`src/rtl/cascade_ctrl_pkg.sv`:
```
// Shared types and default sizing for the cascade stage controller.
// Optional per-window stage statistics: define CASCADE_STAGE_STATS_EN.
package cascade_ctrl_pkg;

  localparam int DEF_DATA_W     = 32;
  localparam int DEF_NUM_WIN    = 4;
  localparam int DEF_MAX_STAGES = 32;

  typedef enum logic [2:0] {
    S_IDLE,
    S_WAIT_THR,
    S_WAIT_SUM,
    S_CMP,
    S_FINISH
  } state_t;

endpackage

```
`src/rtl/stage_compare.sv`:
```
// Per-window signed stage-sum versus threshold compare.
// Pure combinational; one instance per detection window.
module stage_compare #(
  parameter int DATA_W = 32
) (
  input  logic [DATA_W-1:0] sum_i,
  input  logic [DATA_W-1:0] thr_i,
  output logic              pass_o
);

  assign pass_o = $signed(sum_i) >= $signed(thr_i);

endmodule

```
`src/rtl/cascade_stage_ctrl.sv`:
```
// Cascade evaluation controller: sequences stages, tracks live windows.
// Define CASCADE_STAGE_STATS_EN to add per-window passed-stage counters.
module cascade_stage_ctrl
  import cascade_ctrl_pkg::*;
#(
  parameter int DATA_W     = DEF_DATA_W,
  parameter int NUM_WIN    = DEF_NUM_WIN,
  parameter int MAX_STAGES = DEF_MAX_STAGES,
  localparam int SW = (MAX_STAGES > 1) ? $clog2(MAX_STAGES) : 1,
  localparam int CW = $clog2(MAX_STAGES + 1)
) (
  input  logic                      clk_i,
  input  logic                      rst_i,
  input  logic                      start_i,
  input  logic [CW-1:0]             num_stages_i,
  input  logic [DATA_W-1:0]         thr_i,
  input  logic                      thr_val_i,
  input  logic [NUM_WIN*DATA_W-1:0] sum_i,
  input  logic                      sum_val_i,
  output logic                      busy_o,
  output logic [SW-1:0]             stage_idx_o,
  output logic                      next_stage_o,
  output logic                      break_o,
  output logic                      done_o,
  output logic [NUM_WIN-1:0]        alive_o,
`ifdef CASCADE_STAGE_STATS_EN
  output logic [NUM_WIN*CW-1:0]     stats_o,
`endif
  output logic [NUM_WIN-1:0]        result_o
);

  state_t                    state_q;
  logic [CW-1:0]             nstg_q;
  logic [CW-1:0]             nstg_in;
  logic [DATA_W-1:0]         thr_q;
  logic [NUM_WIN*DATA_W-1:0] sum_q;
  logic [NUM_WIN-1:0]        pass;
  logic [NUM_WIN-1:0]        alive_nxt;
  logic                      last;

  for (genvar g = 0; g < NUM_WIN; g++) begin : g_cmp
    stage_compare #(
      .DATA_W(DATA_W)
    ) u_cmp (
      .sum_i (sum_q[g*DATA_W +: DATA_W]),
      .thr_i (thr_q),
      .pass_o(pass[g])
    );
  end

  // Depth 0 runs one stage; oversize requests saturate at MAX_STAGES.
  always_comb begin
    nstg_in = num_stages_i;
    if (num_stages_i == '0)
      nstg_in = CW'(1);
    else if (num_stages_i > CW'(MAX_STAGES))
      nstg_in = CW'(MAX_STAGES);
  end

  assign alive_nxt = alive_o & pass;
  assign last = CW'(stage_idx_o) == (nstg_q - CW'(1));

  always_ff @(posedge clk_i or posedge rst_i) begin
    if (rst_i) begin
      state_q      <= S_IDLE;
      nstg_q       <= CW'(1);
      thr_q        <= '0;
      sum_q        <= '0;
      busy_o       <= 1'b0;
      stage_idx_o  <= '0;
      next_stage_o <= 1'b0;
      break_o      <= 1'b1;
      done_o       <= 1'b0;
      alive_o      <= '0;
      result_o     <= '0;
    end else begin
      next_stage_o <= 1'b0;
      done_o       <= 1'b0;
      unique case (state_q)
        S_IDLE: begin
          if (start_i) begin
            nstg_q      <= nstg_in;
            stage_idx_o <= '0;
            alive_o     <= '1;
            result_o    <= '0;
            busy_o      <= 1'b1;
            break_o     <= 1'b0;
            state_q     <= S_WAIT_THR;
          end
        end
        S_WAIT_THR: begin
          if (thr_val_i) begin
            thr_q <= thr_i;
            if (sum_val_i) begin
              sum_q   <= sum_i;
              state_q <= S_CMP;
            end else begin
              state_q <= S_WAIT_SUM;
            end
          end
        end
        S_WAIT_SUM: begin
          if (sum_val_i) begin
            sum_q   <= sum_i;
            state_q <= S_CMP;
          end
        end
        S_CMP: begin
          alive_o <= alive_nxt;
          if (alive_nxt == '0 || last) begin
            result_o <= alive_nxt;
            done_o   <= 1'b1;
            break_o  <= 1'b1;
            state_q  <= S_FINISH;
          end else begin
            next_stage_o <= 1'b1;
            stage_idx_o  <= stage_idx_o + 1'b1;
            state_q      <= S_WAIT_THR;
          end
        end
        S_FINISH: begin
          busy_o  <= 1'b0;
          state_q <= S_IDLE;
        end
        default: begin
          busy_o  <= 1'b0;
          break_o <= 1'b1;
          state_q <= S_IDLE;
        end
      endcase
    end
  end

`ifdef CASCADE_STAGE_STATS_EN
  // Only windows still alive can credit a pass.
  always_ff @(posedge clk_i or posedge rst_i) begin
    if (rst_i) begin
      stats_o <= '0;
    end else if (state_q == S_IDLE && start_i) begin
      stats_o <= '0;
    end else if (state_q == S_CMP) begin
      for (int i = 0; i < NUM_WIN; i++) begin
        if (alive_o[i] && pass[i])
          stats_o[i*CW +: CW] <= stats_o[i*CW +: CW] + CW'(1);
      end
    end
  end
`endif

endmodule

```
`config.mk`:
```
export PLATFORM = sky130hd
export DESIGN_NAME = cascade_stage_ctrl
export DESIGN_NICKNAME = d
export VERILOG_FILES = /design/src/rtl/cascade_ctrl_pkg.sv /design/src/rtl/stage_compare.sv /design/src/rtl/cascade_stage_ctrl.sv
export SDC_FILE = /design/constraint.sdc
export NUM_CORES = 1
export LEC_CHECK = 0
export ABC_AREA = 1
export ABC_CLOCK_PERIOD_IN_PS = 8610
export CORE_MARGIN = 5
export CORE_UTILIZATION = 53
export DETAILED_ROUTE_END_ITERATION = 8
export HOLD_SLACK_MARGIN = 0.15
export PLACE_DENSITY = 0.86
export SLEW_MARGIN = 10
export SYNTH_ARGS = -nofsm -noshare
export SYNTH_HDL_FRONTEND = slang
export SYNTH_SLANG_ARGS = --single-unit
```
`constraint.sdc`:
```
create_clock -name clk_i -period 8.61 [get_ports clk_i]
set_clock_uncertainty 0.05 [all_clocks]
set_input_delay 1.722 -clock clk_i [delete_from_list [all_inputs] [get_ports clk_i]]
set_output_delay 1.722 -clock clk_i [all_outputs]
set_load 0.1 [all_outputs]
```
## Word-level counts from Yosys, hierarchy flattened

Cells that the tools add are included.

- Add/sub/neg operators: 2
- Multipliers: 0
- Div/mod/pow operators: 0
- Order comparisons: 5
- Eq/ne operators: 10
- Shift-type cells: 0
- Mux-type cells: 28
- Bitwise operators: 3
- Reduce and logical (&&, ||, !) cells: 17

Operators by type and width:

| operator | number |
|---|---|
| two-way mux 128 bit | 2 |
| case mux 128 bit (2 select lines) | 1 |
| greater-or-equal comparator 32 bit | 4 |
| case mux 4 bit (2 select lines) | 2 |
| two-way mux 3 bit | 4 |
| two-way mux 4 bit | 3 |
| two-way mux 6 bit | 2 |
| case mux 3 bit (4 select lines) | 1 |
| AND reduction 3 bit | 4 |
| two-way mux 5 bit | 2 |
| != test 2 bit (second input constant) | 5 |
| case mux 5 bit (2 select lines) | 1 |
| AND reduction 2 bit | 5 |
| two-way mux 1 bit | 8 |
| equality test 3 x 2 -> 1 bit (second input constant) | 2 |
| equality test 5 x 6 -> 1 bit | 1 |
| > comparator 6 bit (second input constant) | 1 |
| logical NOT 6 bit | 1 |
| OR reduction 3 bit | 2 |
| subtractor 6 x 1 -> 6 bit (second input constant) | 1 |
| adder 5 x 1 -> 5 bit (second input constant) | 1 |
| AND 4 bit | 1 |
| logical NOT 4 bit | 1 |
| nonzero test 2 bit | 2 |
| other kinds (7) | 8 |

- Bits in registers: 186
- Latch bits: 0
- Memory bits (writable): 0
- ROM bits: 0
- Input bits: 171
- Output and inout bits: 17
- Word-level logic and storage cells: 76
- Memories kept: 0

## Longest topological paths before layout

Gate-level depths: netlist of the first run.

- Depth in word-level cells: 6
- Depth in mapped cells: 24
- Mapped depth without buffers: 24

## By module

A second synthesis of the first run with hierarchy kept.

- Cell total of the unflattened synthesis: 1,092
- Area total of the unflattened synthesis: 11,307.1 um^2

Modules (own cells, without submodules):

| module | instances | cells an instance | area each (um^2) | sequential area each (um^2) |
|---|---|---|---|---|
| cascade_stage_ctrl | 1 | 516 | 7,718.7 | 4,657.0 |
| stage_compare | 4 | 144 | 897.1 | 0.0 |

## Worst setup path after synthesis of the first run

OpenSTA, ideal clock, no wires.

- Kind: input-to-reg
- Start point: input thr_val_i
- End point: register sum_q[10]
- Setup time: 0.128 ns
- Arrival: 2.776 ns
- Data required time: 8.432 ns
- Slack: 5.657 ns
- Stages on the path: 7
- Buffers on the path: 2
- Cell sequence: or2_1 > nand2_1 > inv_2 > nand2_2 > buf_6 > buf_4 > mux2_1

- Word-level cells in the longest chain between the ends: 2

RTL lines:

| element | line | RTL |
|---|---|---|
| from (decl) | cascade_stage_ctrl.sv:17 | `input logic thr_val_i,` |
| != test 2 bit (no line) | n/a |  |
| AND reduction 2 bit (no line) | n/a |  |
| to (signal assigned) | cascade_stage_ctrl.sv:95 | `sum_q <= sum_i;` |
| to (signal assigned) | cascade_stage_ctrl.sv:104 | `sum_q <= sum_i;` |
| to (decl) | cascade_stage_ctrl.sv:36 | `logic [NUM_WIN*DATA_W-1:0] sum_q;` |

No other way between the ends.
A chain may end at the register's enable or synchronous reset.

## Final worst setup path of the first run

- Start point: input thr_val_i
- End point: register sum_q[25]

Same word-level chain as after synthesis.

==> impl_metrics.ini, run 1 <==
[critical_path]
required_ns = 8.86
cpMaxStageDelayCell = buf_4
critical_path.max_stage_delay_ns = 0.86
cp-end-kind = register
startpoint_type = input port
crit_fanout = 77
worstPathBufferInverterCount = 3
crit_family = buffers and inverters
crit_arrival_ns = 4.46
path_class = input port to register
crit_chain = clkdlybuf4s50_1, or2_1, nand2_1, inv_2, nand2_4, buf_4, mux2_2

[status]
status = completed

[yosys]
yosysSeqAreaShare_pct = 45.0
ys_ff_latch = 186
synth_fp_nets = 1321
synth_top_area_share_pct = 44.5
netlist_instances = 1020
synth_area_um2 = 10300
synth_top_area_cell = dfrtp_1
yosysWarnings = 0
synth_area_leaders = dfrtp_1 (45%), ha_1 (16%), mux2_2 (11%)
post_synth_num_cell_types = 33
syn_area_per_cell_um2 = 10.1

[route]
routed_wl_um = 24600
drc = 0
vias = 7892
drt_iter0_markers = 295
via_per_inst = 5.31
ant_nets = 0
dr.pass1.iters = 5
wl_per_cell_um = 16.6

[global_route]
antenna_found_initial = 1
grt_max_degree = 107
gr-total-overflow = 0
grt_pass1_vias = 8416
grt_util_all_layers_pct = 22.8
grt_pass1_wl_um = 40300

[sta]
slew_violations = 0
post-route-min-period_ns = 4.21
report.final.hold_viol_count = 0
rsz0062_at_grt = false
setup_viol = 0
clock.fmax_ghz = 0.238
tns_ns = 0
period_share_pct = 48.9
relSlewSlack_pct = 31.1
worstMarginPinSlew_ns = 1.03

[cts]
clk_root_buffer_cell = clkbuf_16
numClockSinks = 186
cts_tree = done
clk_pin_slew_ns = 0.07
cts_made_buffers = 17
postCtsSetupRepairBufs = 0
cts_resized = 0
cts_hold_buf = 0
insertion_delay_ns = 0.42
cts_buffer_depth = 2
htree_levels = 4

[cells_and_area]
nets = 1510
fin_util_pct = 67.6
n_antenna_cell = 0
multi_input_area_um2 = 5200
syn2layout_area_growth_pct = 26.3
drive_above_1_share_pct = 13.1
register_area_um2 = 4660
fillCellCount = 1436

[placed_design]
gp_congestion = 0.877
port-buffer-count = 187
dp_hpwl_um = 18700

[power_and_ir_drop]
ir_drop_uv = 154
p_leak_nw = 6.34
powerDensity_nw_per_um2 = 373

[die]
rows = 51
initial_core_util_pct = 53.5
die_x_um = 150
die_h_um = 150
num_io_pins = 188
die_area_um2 = 22400
core_um2 = 19300

[hold_path]
min_path_type = register to register

[run]
drv_cap = 0
## sequential cells by signal (all words and copies together) (netlist names)
| signal | flops |
|---|---|
| alive_o | 4 |
| break_o | 1 |
| busy_o | 1 |
| done_o | 1 |
| next_stage_o | 1 |
| nstg_q | 6 |
| result_o | 4 |
| stage_idx_o | 5 |
| state_q | 3 |
| sum_q | 128 |
| thr_q | 32 |
## layout make-up
class                   instances  share of cell area (%)
well taps                     265                    2.54
flip-flops and latches        186                    35.6
clock buffers                  21                    3.45
multi-input cells             719                    39.8
clock inverters                11                    1.28
repair buffers                190                    14.5
inverters                      95                    2.77
## worst paths after layout
path	startpoint	end	slack (ns)	depth (start not counted)
setup / recovery	thr_val_i	sum_q[25]$_DFFE_PP0P_	4.40	7
hold / removal	break_o$_DFFE_PP1P_	break_o$_DFFE_PP1P_	0.44	2
setup reg to reg	state_q[2]$_DFFE_PP0P_	sum_q[25]$_DFFE_PP0P_	5.40	8
hold reg to reg	break_o$_DFFE_PP1P_	break_o$_DFFE_PP1P_	0.44	2
max in group asynchronous	rst_i	thr_q[14]$_DFFE_PP0P_	5.08	3
min in group asynchronous	rst_i	state_q[1]$_DFFE_PP0P_	1.82	2
## cell usage in the layout, fill, tap and decap left out, types with 5 or more instances in the layout
cell and instances:
mux2_1 21, nor2_1 82, nor3_1 5, nand4_1 9
nand3_1 28, o21a_1 7, mux2_2 104, o21ai_0 24
inv_1 90, nand2_1 173, ha_1 130, nand2_4 5
clkbuf_16 17, nand2_2 6, xnor2_1 6, a21oi_1 98
clkdlybuf4s50_1 187, dfrtp_1 184
## power breakdown
group / internal (W) / switching (W)
Clock: 0.000494 / 0.000336
Sequential: 0.00130 / 0.000234
Combinational: 0.00108 / 0.00143
Total: 0.00288 / 0.00200
## metal layers
metal  vias to the layer above  GRT usage (%)  share of wire [%]
met3                        42           5.45                6.2
met5                         -              0              0.028
met1                      3795           28.6                 42
met2                       224           39.7                 50
li1                       3829              -                  -
met4                         2           5.90                1.9
## cells in the mapped netlist
cell type,instances
a21o_1,4
a21oi_1,98
buf_2,5
buf_4,3
buf_6,6
clkbuf_1,6
clkinv_1,1
dfrtp_1,184
dfstp_2,2
ha_1,130
inv_1,91
inv_2,3
mux2_1,21
mux2_2,104
nand2_1,173
nand2_2,7
nand2_4,4
nand3_1,29
nand3_2,1
nand3_4,1
nand4_1,9
nor2_1,82
nor2_2,2
nor2_4,1
nor3_1,5
nor4_4,1
o21a_1,7
o21ai_0,24
o21ai_1,4
o22ai_1,1
or2_1,1
xnor2_1,6
xor2_1,4
## per-stage QoR
step           power [W]  setup slack [ns]  std cells  hold WS, ns  instance area (um2)
2_1_floorplan    0.00341              1.78       1020        0.418                10300
3_3_place_gp     0.00386              4.03       1455        0.399                12400
3_5_place_dp     0.00403              3.97       1455        0.427                12400
4_1_cts          0.00490              4.42       1487        0.437                13100
5_1_grt          0.00534              4.27       1487        0.474                13100
6_report         0.00487              4.40       1487        0.445                13100
## tightest hold or removal path, stage by stage, from the launching register on
cell and delay (ns):
dfstp_2 0.37, nand2_1 0.06, nand2_1 0.06
## logic make-up after synthesis
kind of cell / after synthesis / share of synthesized area [%]
mux: 125 / 13.6
buf+inv: 115 / 4.78
flops: 186 / 45.0
simple gates: 316 / 13.1
compound gates: 138 / 6.96
xor+xnor: 10 / 0.847
fa+ha+maj: 130 / 15.7
(Power assumes the default switching activity.)
==> run 2: changes to the inputs <==
--- a/config.mk
+++ b/config.mk
@@ -6,12 +6,12 @@
 export NUM_CORES = 1
 export LEC_CHECK = 0
 export ABC_AREA = 1
-export ABC_CLOCK_PERIOD_IN_PS = 8610
+export ABC_CLOCK_PERIOD_IN_PS = 3800
 export CORE_MARGIN = 5
-export CORE_UTILIZATION = 53
+export CORE_UTILIZATION = 48
 export DETAILED_ROUTE_END_ITERATION = 8
 export HOLD_SLACK_MARGIN = 0.15
-export PLACE_DENSITY = 0.86
+export PLACE_DENSITY = 0.82
 export SLEW_MARGIN = 10
 export SYNTH_ARGS = -nofsm -noshare
 export SYNTH_HDL_FRONTEND = slang
==> constraint.sdc (replaced) <==
create_clock -name clk_i -period 3.8 [get_ports clk_i]
set_clock_uncertainty 0.05 [all_clocks]
set_input_delay 0.76 -clock clk_i [delete_from_list [all_inputs] [get_ports clk_i]]
set_output_delay 0.76 -clock clk_i [all_outputs]
set_load 0.1 [all_outputs]
==> run 2 against run 1 <==
Effect of this change: non-clock buffer count increased by 4; combinational power increased by 130%; register-to-register slack got worse by 4.3 ns; sequential share of layout area decreased by 0.11 points; die area increased by 9.7%; final cell count increased by 0.87%.
==> impl_metrics.ini, run 2 (synthesis gave the netlist of run 1 again) <==
[cells_and_area]
fillCellCount = 1716
regMostFlops = sum_q
syn2layout_area_growth_pct = 26.7
multi_input_area_um2 = 5200
final_common_cell = clkdlybuf4s50_1
reg_top3 = sum_q: 128 flops, thr_q: 32 flops, nstg_q: 6 flops
nets = 1514
register_area_um2 = 4660
design_area_um2 = 13100
drive_above_1_share_pct = 13.3
n_antenna_cell = 0
final_cell_mix = clkdlybuf4s50_1 (187), dfrtp_1 (184), nand2_1 (173)
largest_register_ffs = 128

[die]
core_um2 = 21100
num_io_pins = 188
initial_core_util_pct = 49.1
rows = 53
die_area_um2 = 24600
die_x_um = 157
die_h_um = 157

[route]
drc = 0
via_per_inst = 5.18
wl_per_cell_um = 16.5
dr.pass1.iters = 5
ant_nets = 0
routed_wl_um = 24700
drt_iter0_markers = 323
vias = 7768

[critical_path]
crit_family = buffers and inverters
startpoint_type = register
cpMaxStageDelayCell = clkdlybuf4s50_1
required_ns = 2.99
crit_fanout = 2
path_class = register to output pin
crit_arrival_ns = 2.08
worstPathBufferInverterCount = 1
crit_chain = clkdlybuf4s50_1
cp-end-kind = output pin
critical_path.max_stage_delay_ns = 1.12

[global_route]
grt_busiest_layer = met2
gr-total-overflow = 0
met1_usage_pct = 26.8
met2_usage_pct = 35.4
grt_pass1_vias = 8075
grt_util_all_layers_pct = 20.5
antenna_found_initial = 0
grt_pass1_wl_um = 40000
met3_usage_pct = 4.04
grt_max_degree = 99

[cts]
postCtsSetupRepairBufs = 0
cts_tree = done
cts_buffer_depth = 2
numClockSinks = 186
cts_hold_buf = 0
cts_made_buffers = 17
clk_root_buffer_cell = clkbuf_16
cts_resized = 0
htree_levels = 4
clk_pin_slew_ns = 0.07
insertion_delay_ns = 0.42

[power_and_ir_drop]
sequentialPowerShare_pct = 31.7
p_clk_share_pct = 16.7
switching_power_w = 0.00451
powerDensity_nw_per_um2 = 836
internal-power_w = 0.00645
power.total_w = 0.0110
power.switching_fraction_pct = 41.1
p_leak_nw = 6.35
comb_power_share_pct = 51.6
ir_drop_uv = 373

[status]
status = completed

[placed_design]
gp_congestion = 0.868
port-buffer-count = 187
dpl-instance-area_um2 = 12500
dp_hpwl_um = 19300

[sta]
worstMarginPinSlew_ns = 1.01
post-route-min-period_ns = 2.89
slew_violations = 0
report.final.hold_viol_count = 0
period_share_pct = 76.0
relSlewSlack_pct = 32.2
clock.fmax_ghz = 0.346
rsz0062_at_grt = false
tns_ns = 0
setup_viol = 0

[run]
drv_cap = 0

[hold_path]
min_path_type = register to register
[run 2: per-layer routing]
layer  share of wire (%)  wire, um
met1                  44     10800
met2                  49     12200
met3                 5.8      1430
met4                 1.1       277
met5                   0         0
[run 2: area by class of cell]
type | instances | area share, %
clock buffers | 21 | 3.44
clock inverters | 10 | 1.08
inverters | 95 | 2.75
multi-input cells | 719 | 39.7
flip-flops and latches | 186 | 35.5
well taps | 275 | 2.63
repair buffers | 194 | 14.9
[run 2: worst paths after layout]
| check | startpoint | end | slack [ns] | depth (start not counted) |
|---|---|---|---|---|
| hold reg to reg | break_o$_DFFE_PP1P_ | break_o$_DFFE_PP1P_ | 0.42 | 2 |
| setup / recovery | break_o$_DFFE_PP1P_ | break_o | 0.91 | 1 |
| min in group asynchronous | rst_i | state_q[0]$_DFFE_PP0P_ | 0.69 | 2 |
| setup reg to reg | thr_q[19]$_DFFE_PP0P_ | stage_idx_o[0]$_DFFE_PP0P_ | 1.13 | 18 |
| max in group asynchronous | rst_i | sum_q[78]$_DFFE_PP0P_ | 2.08 | 3 |
| hold / removal | break_o$_DFFE_PP1P_ | break_o$_DFFE_PP1P_ | 0.42 | 2 |
[run 2: through the flow]
step | util, % | hold slack, ns | worst slack, ns | std cells
3_3_place_gp | 59.3 | 0.398 | 0.952 | 1469
6_report | 62.1 | 0.419 | 0.914 | 1500
2_1_floorplan | - | 0.418 | 0.599 | 1020
4_1_cts | 62.1 | 0.420 | 0.889 | 1500
3_5_place_dp | 59.3 | 0.409 | 0.907 | 1469
5_1_grt | 62.1 | 0.436 | 0.858 | 1500
[run 2: power by group through the flow]
stage,clock (W),sequential (W),combinational (W)
final,0.00183,0.00347,0.00565
after floorplan,0,0.00360,0.00412
after global routing,0.00195,0.00357,0.00647
after global placement,0,0.00345,0.00535
after detailed placement,0,0.00351,0.00566
after CTS,0.00187,0.00347,0.00572
==> variant (flow settings as in run 1) <==
Re-encode `state_t` (5 states) as one-hot, 5 bits wide.
--- a/src/rtl/cascade_ctrl_pkg.sv
+++ b/src/rtl/cascade_ctrl_pkg.sv
@@ -8,8 +8,8 @@
 
-  typedef enum logic [2:0] {
-    S_IDLE,
-    S_WAIT_THR,
-    S_WAIT_SUM,
-    S_CMP,
-    S_FINISH
+  typedef enum logic [4:0] {
+    S_IDLE     = 5'b00001,
+    S_WAIT_THR = 5'b00010,
+    S_WAIT_SUM = 5'b00100,
+    S_CMP      = 5'b01000,
+    S_FINISH   = 5'b10000
   } state_t;
Check against the original RTL: no difference found for any inputs over 4 cycles, from zero or initial values and one cycle with rst_i high; so few cycles prove little.
==> variant against run 1 <==
Area after synthesis up 0.86%; critical path type is now flop to output port; critical endpoint is now stage_idx_o[2]; power rose by 0.16%; count of clock-buffer cells in the layout down 2; sequential cell count is 2 higher; wire length up 12%; worst setup slack improved by 0.32 ns; design area up 1.3%.
==> variant: results (changes against run 1) <==
stage	metric	value	unit	change
synthesis	top cells by instance count after synthesis	sky130_fd_sc_hd__nand2_1 (586), sky130_fd_sc_hd__dfrtp_1 (185), sky130_fd_sc_hd__ha_1 (130)		
worst_setup_path	Crit Reg-Reg Startpoint	state_q[0]$_DFFE_PP1P_		
cells_and_area	net count reported at finish	1764		+17%
grt	global-route total usage across every layer	24.7	%	+1.9 points
cells_and_area	fraction of final layout cells sized beyond drive strength 1	4.34	%	-8.8 points
placed_design	post-DP HPWL	19.5	mm	+4.1%
routing	routed metal-1 wire length	11.7	mm	+12%
worst_setup_path	kind of cell adding the most delay to the critical path	buffers and inverters		
worst_setup_path	CP Max Fanout	7		-91%
min_path	type of the tightest min-delay check	flop to flop		
synthesis	number of unique standard cell types used by synthesis	38		+15%
routing	met2 routed WL	13.4	mm	+10%
power_and_ir_drop	IR Drop Worst-Case VDD	0.152	mV	-1.7%
synthesis	sequential cell area fraction in the yosys report	45.1	%	+0.11 points
placed_design	DP Area	12500	sq um	+0.51%
worst_setup_path	path depth of the worst reg2reg path	9		+1
grt	wire length of the first global-routing pass	44.3	mm	+10%
routing	wire length on met3	1.41	mm	-7.8%
routing	wirelength, routed	27.5	mm	+12%
worst_setup_path	library cell contributing the largest single delay on the critical path	sky130_fd_sc_hd__clkdlybuf4s50_1		
sta	slew at the pin closest to its max-slew limit	1.27	ns	+0.236 ns
power_and_ir_drop	Static Leak	0.00685	uW	+8.1%
routing	final routed wire length divided by cell count	15.8	microns	-4.7%
synthesis	post-synthesis cell count	1286		+26%
routing	Pre-Repair DR Iteration Count	6		+1
worst_setup_path	R2R setup slack	5.72	ns	+0.32 ns
run_status	outcome	completed		
sta	WHS	0.410	ns	-0.0343 ns
placed_design	number of instances in the placed design	1708		+17%
grt	pin count of the biggest net entering global routing	123		+15%
synthesis	Synth area leaders	sky130_fd_sc_hd__dfrtp_1 (44%), sky130_fd_sc_hd__nand2_1 (21%), sky130_fd_sc_hd__ha_1 (16%), sky130_fd_sc_hd__inv_1 (3.2%), sky130_fd_sc_hd__a21oi_1 (3.2%)		
routing	top metal layer carrying routed signals	met4		
placed_design	final estimated routing congestion in global placement	0.873		-0.35%
routing	vias per std cell	5.20		-2.1%
power_and_ir_drop	switching part of the total power	42.6	%	+1.6 points
grt	antenna violations before repair	2		+1
worst_setup_path	slowest stage delay, CP	1.19	ns	+0.33 ns
clock_tree	worst-skew pair later-pin latency	0.44	ns	+0.02 ns
placed_design	number of I/O port buffers	187		unchanged
routing	first-iteration detailed-routing DRC count	597		+100%
clock_tree	post-CTS setup repair buffer count	0		unchanged
worst_setup_path	arrival time worst endpoint	2.11	ns	-2.35 ns
worst_setup_path	critical register-to-register path endpoint	nstg_q[0]$_DFFE_PP1P_		
synthesis	number of nets in the synthesized netlist	1587		+20%
placed_design	pre-CTS worst setup slack	4.51	ns	+0.535 ns
## variant: logic make-up (layout without fill, tap and decap cells)
kind of cell             Yosys count  after routing  synth area share [%]
AO/OA/AOI/OAI                    136            136                  6.90
XOR/XNOR                           8              8                 0.672
adder cells (fa/ha/maj)          130            130                  15.6
buffers and inverters            127            317                  4.95
flip-flops                       188            188                  45.1
other                              0              3                     0
AND/OR/NAND/NOR                  697            697                  26.8
## variant: power groups by stage
stage          Sequential, uW  Combinational, uW  Clock (uW)
2_1_floorplan            1570               1690           0
3_3_place_gp             1530               2230           0
3_5_place_dp             1540               2380           0
4_1_cts                  1540               2420         925
5_1_grt                  1580               2800         961
6_report                 1540               2420         917
## variant: worst min-delay path: stages (launching register included)
cell and delay [ns]:
sky130_fd_sc_hd__dfstp_2 0.37, sky130_fd_sc_hd__nand2_1 0.05, sky130_fd_sc_hd__nand2_1 0.04
## variant: how the worst max path moves through the flow
stage	from	endpoint	slack, ns	cells past startpoint
floorplan	rst_i	alive_o[0]$_DFFE_PP0P_	1.73	1
detailed placement	rst_i	sum_q[87]$_DFFE_PP0P_	4.51	3
global route	rst_i	sum_q[30]$_DFFE_PP0P_	4.65	3
finish	stage_idx_o[2]$_DFFE_PP0P_	stage_idx_o[2]	4.73	1
CTS	stage_idx_o[2]$_DFFE_PP0P_	stage_idx_o[2]	4.72	1
global placement	rst_i	sum_q[87]$_DFFE_PP0P_	4.56	3
## variant: layer usage
metal,global-route usage (%),vias up
li1,-,4469
met1,32.1,4250
met2,40.8,275
met3,4.24,67
met4,10.7,0
met5,0,-
## variant: cell type report
type                    instances  area (sq um)
well taps                     265           332
diodes                          3          7.51
flip-flops and latches        188          4710
clock buffers                  19           453
multi-input cells             971          5210
repair buffers                192          1930
inverters                      93           357
clock inverters                13           231
fillers                      1551          6170
